## src/rtl/lookup_inversemapping_table_pipe_if.sv

```systemverilog
// Descriptor, result and flow-table RAM signals of the inverse-mapping lookup.
// Handshakes: a descriptor transfers on a cycle where i_descriptor_wr and o_descriptor_ready are both 1; o_descriptor_wr is a one-cycle result strobe; the RAM returns data RD_LAT cycles after o_regroup_ram_rd.
interface lookup_inversemapping_table_pipe_if #(
  parameter int KEY_W   = 14,
  parameter int DATA_W  = 48,
  parameter int BUFID_W = 9,
  parameter int ADDR_W  = 8
);
  logic [KEY_W+BUFID_W:0] iv_descriptor;
  logic                   i_descriptor_wr;
  logic                   o_descriptor_ready;
  logic [KEY_W+DATA_W:0]  iv_regroup_ram_rdata;
  logic                   o_regroup_ram_rd;
  logic [ADDR_W-1:0]      ov_regroup_ram_raddr;
  logic [DATA_W-1:0]      ov_dmac;
  logic [BUFID_W-1:0]     ov_bufid;
  logic                   o_dmac_replace_flag;
  logic                   o_lookup_table_match_flag;
  logic                   o_descriptor_wr;
  logic                   i_descriptor_ready;

  modport slave (
    input  iv_descriptor, i_descriptor_wr, iv_regroup_ram_rdata, i_descriptor_ready,
    output o_descriptor_ready, o_regroup_ram_rd, ov_regroup_ram_raddr, ov_dmac,
           ov_bufid, o_dmac_replace_flag, o_lookup_table_match_flag, o_descriptor_wr
  );

  modport master (
    output iv_descriptor, i_descriptor_wr, iv_regroup_ram_rdata, i_descriptor_ready,
    input  o_descriptor_ready, o_regroup_ram_rd, ov_regroup_ram_raddr, ov_dmac,
           ov_bufid, o_dmac_replace_flag, o_lookup_table_match_flag, o_descriptor_wr
  );
endinterface

```

## src/rtl/lookup_inversemapping_table_pipe.sv

```systemverilog
// Sequential flow-table search returning the DMAC for a descriptor's flowid.
// One RAM read per cycle; a tag pipeline matches returned data to its address for any RD_LAT.
module lookup_inversemapping_table_pipe #(
  parameter int KEY_W   = 14,
  parameter int DATA_W  = 48,
  parameter int BUFID_W = 9,
  parameter int ADDR_W  = 8,
  parameter int RD_LAT  = 2,
  parameter int CNT_W   = 16
) (
  input  logic                  i_clk,
  input  logic                  i_rst,
  lookup_inversemapping_table_pipe_if.slave bus,
  input  logic                  i_cnt_clear,
  output logic [CNT_W-1:0]      ov_hit_cnt,
  output logic [CNT_W-1:0]      ov_miss_cnt,
  output logic                  state_dbg
);

  typedef enum logic {IDLE = 1'b0, SEARCH = 1'b1} state_t;

  state_t               state, state_nxt;
  logic [KEY_W-1:0]     key_q;
  logic [BUFID_W-1:0]   bufid_q;
  logic [ADDR_W-1:0]    issue_addr;
  logic                 issuing;
  logic [RD_LAT-1:0]    tag_v;
  logic [ADDR_W-1:0]    tag_a [RD_LAT];

  logic                 desc_req;
  logic [KEY_W-1:0]     desc_key;
  logic [BUFID_W-1:0]   desc_bufid;
  logic                 accept;
  logic                 rd;
  logic [ADDR_W-1:0]    raddr;
  logic                 ret_v;
  logic                 ent_v;
  logic [KEY_W-1:0]     ent_key;
  logic [DATA_W-1:0]    ent_dmac;
  logic                 hit;
  logic                 miss;
  logic                 term;

  assign desc_req   = bus.iv_descriptor[KEY_W+BUFID_W];
  assign desc_key   = bus.iv_descriptor[KEY_W+BUFID_W-1:BUFID_W];
  assign desc_bufid = bus.iv_descriptor[BUFID_W-1:0];
  assign ent_v      = bus.iv_regroup_ram_rdata[KEY_W+DATA_W];
  assign ent_key    = bus.iv_regroup_ram_rdata[KEY_W+DATA_W-1:DATA_W];
  assign ent_dmac   = bus.iv_regroup_ram_rdata[DATA_W-1:0];

  assign bus.o_descriptor_ready = bus.i_descriptor_ready & (state == IDLE);
  assign accept    = bus.i_descriptor_wr & bus.o_descriptor_ready;
  assign state_dbg = (state == SEARCH);

  assign rd    = (state == SEARCH) & issuing;
  assign raddr = rd ? issue_addr : '0;
  assign bus.o_regroup_ram_rd     = rd;
  assign bus.ov_regroup_ram_raddr = raddr;

  // An invalid entry ends the search before the key is even compared.
  assign ret_v = (state == SEARCH) & tag_v[RD_LAT-1];
  assign hit   = ret_v & ent_v & (ent_key == key_q);
  assign miss  = ret_v & (~ent_v | (~hit & (tag_a[RD_LAT-1] == {ADDR_W{1'b1}})));
  assign term  = hit | miss;

  always_comb begin
    state_nxt = state;
    case (state)
      IDLE:    if (accept && desc_req) state_nxt = SEARCH;
      SEARCH:  if (term) state_nxt = IDLE;
      default: state_nxt = IDLE;
    endcase
  end

  always_ff @(posedge i_clk) begin
    if (i_rst) state <= IDLE;
    else       state <= state_nxt;
  end

  always_ff @(posedge i_clk) begin
    if (i_rst) begin
      issuing    <= 1'b0;
      issue_addr <= '0;
      key_q      <= '0;
      bufid_q    <= '0;
    end else if (accept && desc_req) begin
      issuing    <= 1'b1;
      issue_addr <= '0;
      key_q      <= desc_key;
      bufid_q    <= desc_bufid;
    end else if (term) begin
      issuing    <= 1'b0;
      issue_addr <= '0;
    end else if (rd) begin
      if (issue_addr == {ADDR_W{1'b1}}) issuing <= 1'b0;
      else                              issue_addr <= issue_addr + 1'b1;
    end
  end

  // Clearing the valid tags on termination makes the trailing returns harmless.
  always_ff @(posedge i_clk) begin
    if (i_rst || term) begin
      tag_v <= '0;
    end else begin
      tag_v[0] <= rd;
      for (int i = 1; i < RD_LAT; i++) tag_v[i] <= tag_v[i-1];
    end
  end

  always_ff @(posedge i_clk) begin
    tag_a[0] <= raddr;
    for (int i = 1; i < RD_LAT; i++) tag_a[i] <= tag_a[i-1];
  end

  always_ff @(posedge i_clk) begin
    if (i_rst) begin
      bus.o_descriptor_wr           <= 1'b0;
      bus.ov_dmac                   <= '0;
      bus.ov_bufid                  <= '0;
      bus.o_lookup_table_match_flag <= 1'b0;
      bus.o_dmac_replace_flag       <= 1'b0;
    end else begin
      bus.o_descriptor_wr <= 1'b0;
      if (accept && !desc_req) begin
        bus.o_descriptor_wr           <= 1'b1;
        bus.ov_dmac                   <= '0;
        bus.ov_bufid                  <= desc_bufid;
        bus.o_lookup_table_match_flag <= 1'b1;
        bus.o_dmac_replace_flag       <= 1'b0;
      end else if (term) begin
        bus.o_descriptor_wr           <= 1'b1;
        bus.ov_dmac                   <= hit ? ent_dmac : '0;
        bus.ov_bufid                  <= bufid_q;
        bus.o_lookup_table_match_flag <= hit;
        bus.o_dmac_replace_flag       <= hit;
      end
    end
  end

  always_ff @(posedge i_clk) begin
    if (i_rst || i_cnt_clear) begin
      ov_hit_cnt  <= '0;
      ov_miss_cnt <= '0;
    end else if (hit) begin
      ov_hit_cnt  <= ov_hit_cnt + 1'b1;
    end else if (miss) begin
      ov_miss_cnt <= ov_miss_cnt + 1'b1;
    end
  end

endmodule

```

## src/flat_wrapper.sv

```systemverilog
// flat-port wrapper written by rule: the top's interface ports become plain ports
module lookup_inversemapping_table_pipe_flat 
#(
  parameter int KEY_W   = 14,
  parameter int DATA_W  = 48,
  parameter int BUFID_W = 9,
  parameter int ADDR_W  = 8,
  parameter int RD_LAT  = 2,
  parameter int CNT_W   = 16
)
  (i_clk, i_rst, i_cnt_clear, ov_hit_cnt, ov_miss_cnt, state_dbg, bus_iv_descriptor, bus_i_descriptor_wr, bus_iv_regroup_ram_rdata, bus_i_descriptor_ready, bus_o_descriptor_ready, bus_o_regroup_ram_rd, bus_ov_regroup_ram_raddr, bus_ov_dmac, bus_ov_bufid, bus_o_dmac_replace_flag, bus_o_lookup_table_match_flag, bus_o_descriptor_wr);
  lookup_inversemapping_table_pipe_if #(.KEY_W(KEY_W), .DATA_W(DATA_W), .BUFID_W(BUFID_W), .ADDR_W(ADDR_W)) bus_i ();
  input  logic i_clk;
  input  logic i_rst;
  input  logic i_cnt_clear;
  output logic [CNT_W-1:0] ov_hit_cnt;
  output logic [CNT_W-1:0] ov_miss_cnt;
  output logic state_dbg;
  input wire logic [$bits(bus_i.iv_descriptor)-1:0] bus_iv_descriptor;
  input wire logic [$bits(bus_i.i_descriptor_wr)-1:0] bus_i_descriptor_wr;
  input wire logic [$bits(bus_i.iv_regroup_ram_rdata)-1:0] bus_iv_regroup_ram_rdata;
  input wire logic [$bits(bus_i.i_descriptor_ready)-1:0] bus_i_descriptor_ready;
  output wire logic [$bits(bus_i.o_descriptor_ready)-1:0] bus_o_descriptor_ready;
  output wire logic [$bits(bus_i.o_regroup_ram_rd)-1:0] bus_o_regroup_ram_rd;
  output wire logic [$bits(bus_i.ov_regroup_ram_raddr)-1:0] bus_ov_regroup_ram_raddr;
  output wire logic [$bits(bus_i.ov_dmac)-1:0] bus_ov_dmac;
  output wire logic [$bits(bus_i.ov_bufid)-1:0] bus_ov_bufid;
  output wire logic [$bits(bus_i.o_dmac_replace_flag)-1:0] bus_o_dmac_replace_flag;
  output wire logic [$bits(bus_i.o_lookup_table_match_flag)-1:0] bus_o_lookup_table_match_flag;
  output wire logic [$bits(bus_i.o_descriptor_wr)-1:0] bus_o_descriptor_wr;
  assign bus_i.iv_descriptor = bus_iv_descriptor;
  assign bus_i.i_descriptor_wr = bus_i_descriptor_wr;
  assign bus_i.iv_regroup_ram_rdata = bus_iv_regroup_ram_rdata;
  assign bus_i.i_descriptor_ready = bus_i_descriptor_ready;
  assign bus_o_descriptor_ready = bus_i.o_descriptor_ready;
  assign bus_o_regroup_ram_rd = bus_i.o_regroup_ram_rd;
  assign bus_ov_regroup_ram_raddr = bus_i.ov_regroup_ram_raddr;
  assign bus_ov_dmac = bus_i.ov_dmac;
  assign bus_ov_bufid = bus_i.ov_bufid;
  assign bus_o_dmac_replace_flag = bus_i.o_dmac_replace_flag;
  assign bus_o_lookup_table_match_flag = bus_i.o_lookup_table_match_flag;
  assign bus_o_descriptor_wr = bus_i.o_descriptor_wr;
  lookup_inversemapping_table_pipe #(.KEY_W(KEY_W), .DATA_W(DATA_W), .BUFID_W(BUFID_W), .ADDR_W(ADDR_W), .RD_LAT(RD_LAT), .CNT_W(CNT_W)) u_core (.i_clk(i_clk), .i_rst(i_rst), .bus(bus_i), .i_cnt_clear(i_cnt_clear), .ov_hit_cnt(ov_hit_cnt), .ov_miss_cnt(ov_miss_cnt), .state_dbg(state_dbg));
endmodule
```

## config.mk

```make
export PLATFORM = sky130hd
export DESIGN_NAME = lookup_inversemapping_table_pipe_flat
export DESIGN_NICKNAME = d
export VERILOG_FILES = /design/src/rtl/lookup_inversemapping_table_pipe_if.sv /design/src/rtl/lookup_inversemapping_table_pipe.sv /design/src/flat_wrapper.sv
export SDC_FILE = /design/constraint.sdc
export NUM_CORES = 1
export LEC_CHECK = 0
export CAP_MARGIN = 30
export CORE_AREA = 2 2 113 115
export CTS_CLUSTER_DIAMETER = 150
export CTS_CLUSTER_SIZE = 12
export DETAILED_ROUTE_END_ITERATION = 6
export DIE_AREA = 0 0 115 117
export HOLD_SLACK_MARGIN = 0.06
export PLACE_DENSITY = 0.84
export SLEW_MARGIN = 20
export SYNTH_ARGS = -nofsm -noshare
export SYNTH_HDL_FRONTEND = slang
export SYNTH_SLANG_ARGS = --single-unit
export TNS_END_PERCENT = 100
```

## constraint.sdc

```tcl
create_clock -name i_clk -period 6.65 [get_ports i_clk]
set_clock_uncertainty 0.15 [all_clocks]
set_input_delay 1.6625 -clock i_clk [delete_from_list [all_inputs] [get_ports i_clk]]
set_output_delay 1.6625 -clock i_clk [all_outputs]
set_load 0.1 [all_outputs]
```

==> flow_summary.json, run 1 <==
{
  "status": "complete, no violations",
  "clock_latency_ps": 420,
  "synth_top_family_by_area": "simple AND/OR/NAND/NOR gates",
  "syn_area_um2": 5980,
  "peakVddDrop_v": 0.000166,
  "async_flop_share": 0,
  "grt_pass1_wl_mm": 25.5,
  "synth-compound-area-share": 0.128,
  "fin_crit_ps": 5340,
  "clock_path_buffers": 2,
  "holdPathEnd": "u_core.tag_a[0][13]",
  "io_buffers": 194,
  "p_leak_nw": 2.96,
  "cpPeakStageDelay_ps": 1180,
  "synth-xor-area-share": 0.0322,
  "critPathSlowestCell": "clkdlybuf4s50_1",
  "holdBufCountCts": 0,
  "reg2reg_depth": 6,
  "drt_first_pass_iters": 5,
  "ant_nets": 0,
  "core_um2": 12300,
  "setup_viol": 0,
  "critPathBufInv": 2,
  "report.final.hold_viol_count": 0,
  "grt_use_total": 0.237,
  "path_delay_family": "buffers and inverters",
  "hold_start": "u_core.tag_a[0][5]",
  "dominantRegCellSynth": "dfxtp_1",
  "timing.rr.end": "u_core.ov_hit_cnt[7]",
  "startpoint_type": "primary input",
  "reg2reg_slack_ps": 3670,
  "grt_max_degree": 51,
  "die_width_um": 115,
  "cts.htree.levels": 4,
  "syn_area_per_cell_um2": 8.30,
  "synth-seq-cells": 143,
  "grt_pass1_vias": 5348,
  "rr_startpoint": "u_core.state_dbg",
  "start_util": 0.486,
  "finalCritPeriodShare": 0.802,
  "routed_wl_mm": 16.4,
  "yosysSeqAreaShare": 0.479,
  "antenna_found_initial": 0,
  "clock.fmax_mhz": 187,
  "critPathCaptureType": "primary output",
  "die_area_um2": 13500,
  "fin_hold_ws_ps": 175,
  "cpMostUsedCell": "clkdlybuf4s50_1",
  "cts_setup_buffers": 0,
  "postSynthCellCount": 721,
  "synth_nets": 816,
  "clk_pin_slew_ps": 60,
  "cts_tree": "built",
  "synth_edf_count": 0,
  "cts_sinks": 143,
  "root_buffer": "clkbuf_16",
  "gp_congestion": 0.832,
  "wl_per_cell_um": 15.5,
  "fin_nets": 985,
  "cts_resized": 0,
  "tns_ps": 0,
  "drv_cap": 0,
  "rows": 41,
  "power_density_nw_per_um2": 231,
  "rsz0062_at_grt": "false",
  "drt_iter0_markers": 430,
  "die_h_um": 117,
  "synthSimpleGateAreaFrac": 0.277,
  "vias": 5872,
  "ios": 195,
  "route.detailed.drc": 0,
  "path_class": "primary input to primary output",
  "worstPathArrival_ps": 3520,
  "cts-buffers-inserted": 17,
  "path_max_fanout": 4,
  "whs_path_depth": 0,
  "grt_overflow": 0,
  "required_ps": 4840,
  "synth_warnings": 0,
  "n_antenna_cell": 0,
  "worstMarginPinSlew_ps": 1030,
  "muxShareOfSynthArea": 0.0351,
  "hold_path_class": "register to register",
  "layout-drive-gt1-share": 0.0565,
  "ys_types": 46,
  "avgViaCountPerCell": 5.58,
  "slew_headroom": 0.311,
  "yosys.area_share.adder": 0.00628,
  "dpl.hpwl_mm": 10.8,
  "maxSlewViolCount": 0,
  "crit_chain": "clkdlybuf4s50_1, nor2b_1, clkdlybuf4s50_1",
  "areaGrowthSynthToFinish_pct": 43.7
}
sequential cells by signal, summed over array words and instances, names as in the netlist, 2 cells and up:
register and cells:
u_core.tag_v 2, u_core.key_q 14, u_core.bus.ov_bufid 9, u_core.issue_addr 8, u_core.bufid_q 9, u_core.ov_miss_cnt 16, u_core.bus.ov_dmac 48, u_core.tag_a 16
u_core.ov_hit_cnt 16
synth_stat cells (14+ instances only):
library cell | n | area, um2
o21ai_0 | 17 | 85.1
xor2_1 | 18 | 158
nand4_1 | 19 | 119
nand3_1 | 81 | 405
or3_1 | 25 | 156
mux2i_1 | 21 | 210
nor2_1 | 25 | 93.8
and3_1 | 14 | 87.6
dfxtp_1 | 143 | 2860
a21oi_1 | 85 | 425
nand2_1 | 134 | 503
clkbuf_1 | 41 | 154
layout make-up:
class,count,area (um2)
fillers,971,3720
inverters,8,30.0
clock inverters,14,165
repair buffers,203,2020
well taps,150,188
flip-flops and latches,143,2860
clock buffers,18,439
multi-input cells,517,2880
where the power goes:
part	total [mW]	internal, mW	switching, mW
Combinational	0.148	0.0699	0.0781
Sequential	0.872	0.866	0.00659
Clock	0.963	0.598	0.365
layer usage:
metal / track usage / routed length, um / vias up
met5: 0 / 0 / -
met4: 0.0892 / 281 / 0
met3: 0.0644 / 1330 / 24
met2: 0.396 / 7780 / 237
met1: 0.294 / 6970 / 2720
li1: - / - / 2891
worst max path at each step:
stage | from | endpoint | cells past startpoint
2_1_floorplan | bus_i_descriptor_ready | bus_o_descriptor_ready | 1
3_3_place_gp | bus_i_descriptor_ready | bus_o_descriptor_ready | 3
3_5_place_dp | bus_i_descriptor_ready | bus_o_descriptor_ready | 3
4_1_cts | bus_i_descriptor_ready | bus_o_descriptor_ready | 3
5_1_grt | bus_i_descriptor_ready | bus_o_descriptor_ready | 3
6_report | bus_i_descriptor_ready | bus_o_descriptor_ready | 3
placed cells by master (no fill, tap or decap), drive strengths merged, types with 3 or more instances in the layout:
master	Yosys	routed
xnor2	4	4
dfxtp	143	143
nand2	134	134
clkinv	0	8
bufinv	0	3
clkbuf	41	18
o41ai	6	6
clkdlybuf4s50	0	193
and4	3	3
and3	14	14
or3	25	25
buf	12	10
ha	3	3
nand3b	4	4
xor2	18	18
or4	3	3
a311oi	9	9
nor4	5	5
inv	8	9
nand3	82	82
nor3	12	12
o21ai	18	18
mux2i	21	21
nand4	20	20
nor2	25	25
a21oi	85	85
cells by family (layout without fill, tap and decap cells):
kind of cell / after synthesis / count (layout)
adder cells (fa/ha/maj): 3 / 3
multiplexers: 21 / 21
XOR/XNOR: 22 / 22
AND/OR/NAND/NOR: 338 / 338
AO/OA/AOI/OAI: 133 / 133
flip-flops: 143 / 143
buffers and inverters: 61 / 243
stage by stage:
stage	cell area, um2	cells	total power, mW	setup WS [ps]	util
after floorplan	5980	721	0.960	1760	-
after global placement	7950	1019	1.03	1330	0.646
after detailed placement	7950	1019	1.03	1320	0.646
after CTS	8560	1051	1.99	1320	0.695
after global routing	8590	1053	2.05	1210	0.698
final	8590	1053	1.98	1310	0.698
(Power assumes the default switching activity.)
==> inputs of run 2 (changes only) <==
- CORE_AREA: 2 2 113 115 -> 2 2 118 120
- DIE_AREA: 0 0 115 117 -> 0 0 120 122
- PLACE_DENSITY: 0.84 -> 0.78
- clock period: 6.65 -> 5.4 ns (I/O delays scaled with it)
==> run 2 against run 1 <==
Effect of this change: clock-buffer cell count fell by 1; first-iteration DRC count fell by 18%; worst hold slack got worse by 1.4 ps; critical endpoint is now bus_ov_regroup_ram_raddr[6]; largest cell class unchanged; highest routed layer unchanged.
==> flow_summary.json, run 2 (synthesis gave the netlist of run 1 again) <==
{
  "holdBufCountCts": 0,
  "n_antenna_cell": 0,
  "hold_start": "u_core.tag_a[0][1]",
  "reg2reg_slack_ps": 2540,
  "critPathSlowestCell": "clkdlybuf4s50_1",
  "largest_reg_flops": 48,
  "cts-buffers-inserted": 17,
  "p_int_mw": 1.87,
  "p_leak_nw": 2.96,
  "io_buffers": 194,
  "wl_per_cell_um": 15.1,
  "cpPeakStageDelay_ps": 1160,
  "slew_headroom": 0.312,
  "antenna_found_initial": 0,
  "place_area_um2": 8010,
  "cts_resized": 0,
  "worstMarginPinSlew_ps": 1030,
  "start_util": 0.443,
  "critPathCaptureType": "primary output",
  "dpl.hpwl_mm": 11.2,
  "rows": 43,
  "clk_pin_slew_ps": 60,
  "fin_hold_ws_ps": 174,
  "reg2reg_depth": 6,
  "required_ps": 3900,
  "drt_first_pass_iters": 5,
  "fin_crit_ps": 4120,
  "crit_chain": "nand2_1, nor2_1, clkdlybuf4s50_1",
  "ant_nets": 0,
  "cts_setup_buffers": 0,
  "setup_viol": 0,
  "fin_nets": 988,
  "peakVddDrop_v": 0.000220,
  "grt_pass1_vias": 5345,
  "avgViaCountPerCell": 5.36,
  "dp_slack_ps": 1080,
  "rsz0062_at_grt": "false",
  "grt_overflow": 0,
  "rr_startpoint": "u_core.state_dbg",
  "grt_use_total": 0.219,
  "die_area_um2": 14600,
  "pwr-share-seq": 0.444,
  "routed_wl_mm": 16.4,
  "ios": 195,
  "grt_max_degree": 62,
  "gp_congestion": 0.825,
  "timing.rr.end": "u_core.ov_hit_cnt[7]",
  "clock_latency_ps": 420,
  "regMostFlops": "u_core.bus.ov_dmac",
  "vias": 5813,
  "worstPathArrival_ps": 2620,
  "areaGrowthSynthToFinish_pct": 44.4,
  "layout_commonest_cell": "clkdlybuf4s50_1",
  "power_density_nw_per_um2": 280,
  "drt_iter0_markers": 351,
  "startpoint_type": "register",
  "p_clk_frac": 0.482,
  "report.final.hold_viol_count": 0,
  "cts_tree": "built",
  "clock_path_buffers": 2,
  "cts.htree.levels": 4,
  "final_cell_mix": "clkdlybuf4s50_1 (192), dfxtp_1 (143), nand2_1 (134)",
  "maxSlewViolCount": 0,
  "report.power.total_mw": 2.42,
  "p_sw_frac": 0.226,
  "grt_pass1_wl_mm": 26.0,
  "route.detailed.drc": 0,
  "die_h_um": 122,
  "layout-drive-gt1-share": 0.0597,
  "whs_path_depth": 0,
  "p_comb_frac": 0.075,
  "clock.fmax_mhz": 243,
  "cts_sinks": 143,
  "core_um2": 13500,
  "final_util": 0.640,
  "switching_power_uw": 548,
  "stdcell_area_um2": 8640,
  "finalCritPeriodShare": 0.762,
  "tns_ps": 0,
  "setup_ws_ps": 1280,
  "dp_cells": 1052,
  "root_buffer": "clkbuf_16",
  "drv_cap": 0,
  "die_width_um": 120,
  "final_cells": 1085,
  "hold_path_class": "register to register",
  "status": "complete, no violations",
  "holdPathEnd": "u_core.tag_a[0][9]",
  "path_max_fanout": 16,
  "path_class": "register to primary output"
}
run 2: cell types whose count changed in the layout (fill, tap and decap cells not counted):
| cell | change |
|---|---|
| clkdlybuf4s50_1 | -1 |
| clkbuf_8 | -1 |
| buf_4 | +4 |
| clkinv_2 | -1 |
| clkinvlp_4 | +1 |
run 2: worst max-delay path by stage:
stage | slack [ps] | cells after the start | end | from
after global placement | 1140 | 7 | u_core.ov_hit_cnt[3] | bus_iv_regroup_ram_rdata[62]
final | 1280 | 3 | bus_ov_regroup_ram_raddr[6] | u_core.state_dbg
after floorplan | 1130 | 1 | bus_o_descriptor_ready | bus_i_descriptor_ready
after global routing | 1180 | 3 | bus_ov_regroup_ram_raddr[6] | u_core.state_dbg
after CTS | 1240 | 3 | bus_ov_regroup_ram_raddr[6] | u_core.state_dbg
after detailed placement | 1080 | 7 | u_core.ov_hit_cnt[7] | bus_iv_regroup_ram_rdata[62]
run 2: worst max-delay path: cells and delay by family, from the launching register on:
kind | cells | cell delay (ps)
simple gates | 2 | 400
flops | 1 | 630
buf+inv | 1 | 1160
run 2: power by group through the flow:
stage | registers, mW | clock network, mW | logic [mW]
floorplan | 1.13 | 0 | 0.0556
global placement | 1.10 | 0 | 0.177
detailed placement | 1.10 | 0 | 0.178
CTS | 1.07 | 1.19 | 0.179
global route | 1.08 | 1.24 | 0.192
finish | 1.07 | 1.17 | 0.181
run 2: routing by layer:
| metal | part of all wire | up-vias | GRT usage |
|---|---|---|---|
| met5 | 0 | - | 0 |
| met4 | 0.014 | 0 | 0.0772 |
| met3 | 0.071 | 23 | 0.0562 |
| met2 | 0.48 | 217 | 0.359 |
| met1 | 0.43 | 2681 | 0.280 |
| li1 | - | 2892 | - |
run 2: layout make-up:
class                   count  area, um2
fillers                  1183       4870
multi-input cells         517       2880
flip-flops and latches    143       2860
repair buffers            206       2040
clock buffers              17        425
well taps                 180        225
clock inverters            14        168
inverters                   8       30.0
==> inputs of run 3 (changes only) <==
- clock period: 5.4 -> 4.24 ns (I/O delays scaled with it)
==> run 3 against run 2 <==
Effect of this change: die area stayed put; combinational power up 29%; highest routed layer unchanged; first-iteration DRC count up 22%; cell count up 0.55%; sequential power up 28%; total power up 23%; global-route usage rose by 0.64 points; largest power group is now sequential cells; sequential share of layout area increased by 0.19 points; flip-flop and latch count unchanged; register-to-register slack lost 920 ps; worst setup slack got worse by 420 ps.
==> flow_summary.json, run 3 (synthesis gave the netlist of run 1 again) <==
{
  "root_buffer": "clkbuf_16",
  "power_density_nw_per_um2": 346,
  "dp_slack_ps": 727,
  "report.final.hold_viol_count": 0,
  "cts_setup_buffers": 0,
  "cts_resized": 0,
  "rsz0062_at_grt": "false",
  "start_util": 0.443,
  "p_sw_frac": 0.233,
  "crit_chain": "clkdlybuf4s50_1",
  "die_width_um": 120,
  "ios": 195,
  "fin_nets": 993,
  "critPathBufInv": 1,
  "cpPeakStageDelay_ps": 1240,
  "finalCritPeriodShare": 0.797,
  "layout_commonest_cell": "clkdlybuf4s50_1",
  "clock.fmax_mhz": 296,
  "regMostFlops": "u_core.bus.ov_dmac",
  "avgViaCountPerCell": 5.36,
  "worstMarginPinSlew_ps": 1050,
  "grt_use_total": 0.225,
  "worstPathArrival_ps": 2170,
  "report.power.total_mw": 2.98,
  "crit_start": "u_core.ov_hit_cnt[0]",
  "path_max_fanout": 8,
  "grt_pass1_wl_mm": 26.4,
  "path_delay_family": "buffers and inverters",
  "n_antenna_cell": 0,
  "required_ps": 3030,
  "clock_path_buffers": 2,
  "tns_ps": 0,
  "drt_first_pass_iters": 5,
  "status": "complete, no violations",
  "critPathSlowestCell": "clkdlybuf4s50_1",
  "rows": 43,
  "cts_sinks": 143,
  "grt_overflow": 0,
  "grt_max_degree": 72,
  "pwr-share-seq": 0.460,
  "ant_nets": 0,
  "p_leak_nw": 2.99,
  "grt_pass1_vias": 5257,
  "cts.htree.levels": 4,
  "p_comb_frac": 0.078,
  "fin_crit_ps": 3380,
  "hold_path_class": "register to register",
  "p_clk_frac": 0.462,
  "holdBufCountCts": 0,
  "startpoint_type": "register",
  "switching_power_uw": 694,
  "core_um2": 13500,
  "slew_headroom": 0.297,
  "cts_tree": "built",
  "wl_per_cell_um": 15.4,
  "antenna_found_initial": 0,
  "cts-buffers-inserted": 17,
  "clk_pin_slew_ps": 60,
  "maxSlewViolCount": 0,
  "vias": 5845,
  "drv_cap": 0,
  "critPathCaptureType": "primary output",
  "dpl.hpwl_mm": 11.4,
  "peakVddDrop_v": 0.000254,
  "drt_iter0_markers": 428,
  "io_buffers": 194,
  "clock_latency_ps": 420,
  "die_area_um2": 14600,
  "final_cell_mix": "clkdlybuf4s50_1 (181), dfxtp_1 (143), nand2_1 (134)",
  "path_class": "register to primary output",
  "rr_startpoint": "u_core.state_dbg",
  "gp_congestion": 0.820,
  "p_int_mw": 2.28,
  "largest_reg_flops": 48,
  "hold_start": "u_core.tag_a[0][6]",
  "routed_wl_mm": 16.8,
  "setup_viol": 0,
  "layout-drive-gt1-share": 0.0757,
  "areaGrowthSynthToFinish_pct": 43.6,
  "die_h_um": 122,
  "route.detailed.drc": 0,
  "setup_ws_ps": 862
}
[run 3: path summary, 6_finish.rpt]
check	end	slack (ps)	depth (start not counted)
max reg2reg	u_core.ov_hit_cnt[3]	1620	6
max	ov_hit_cnt[0]	860	1
min reg2reg	u_core.tag_a[0][14]	180	0
min	u_core.tag_a[0][14]	180	0
[run 3: power by group through the flow]
stage	registers (mW)	logic (mW)	clock network (mW)
final	1.37	0.233	1.37
after global routing	1.37	0.248	1.46
after CTS	1.37	0.234	1.40
after detailed placement	1.40	0.232	0
after global placement	1.40	0.232	0
after floorplan	1.44	0.0708	0
[run 3: routing by layer]
layer | up-vias | global-route usage | part of all wire
li1 | 2900 | - | -
met1 | 2699 | 0.290 | 0.44
met2 | 222 | 0.363 | 0.47
met5 | - | 0 | 0
met3 | 24 | 0.0665 | 0.075
met4 | 0 | 0.0743 | 0.015
[run 3: layout make-up]
cell class / instances / area (um2)
Clock buffer: 20 / 447
Clock inverter: 12 / 95.1
Fill cell: 1185 / 4910
Inverter: 8 / 30.0
Multi-Input combinational cell: 517 / 2880
Sequential cell: 143 / 2860
Tap cell: 180 / 225
Timing Repair Buffer: 211 / 2050
[run 3: worst register-to-register path: cells and delay by family (launching register included)]
family,cells,cell delay [ps]
AND/OR/NAND/NOR,4,1190
flip-flops,1,680
buffers and inverters,1,320
multiplexers,1,160
[run 3: per-stage QoR]
stage / utilization / hold WS, ps / area (um2) / cells
after floorplan: - / 160 / 5980 / 721
final: 0.636 / 175 / 8590 / 1091
after global placement: 0.596 / 160 / 8050 / 1059
after global routing: 0.636 / 188 / 8590 / 1091
after detailed placement: 0.596 / 162 / 8050 / 1059
after CTS: 0.636 / 177 / 8590 / 1091
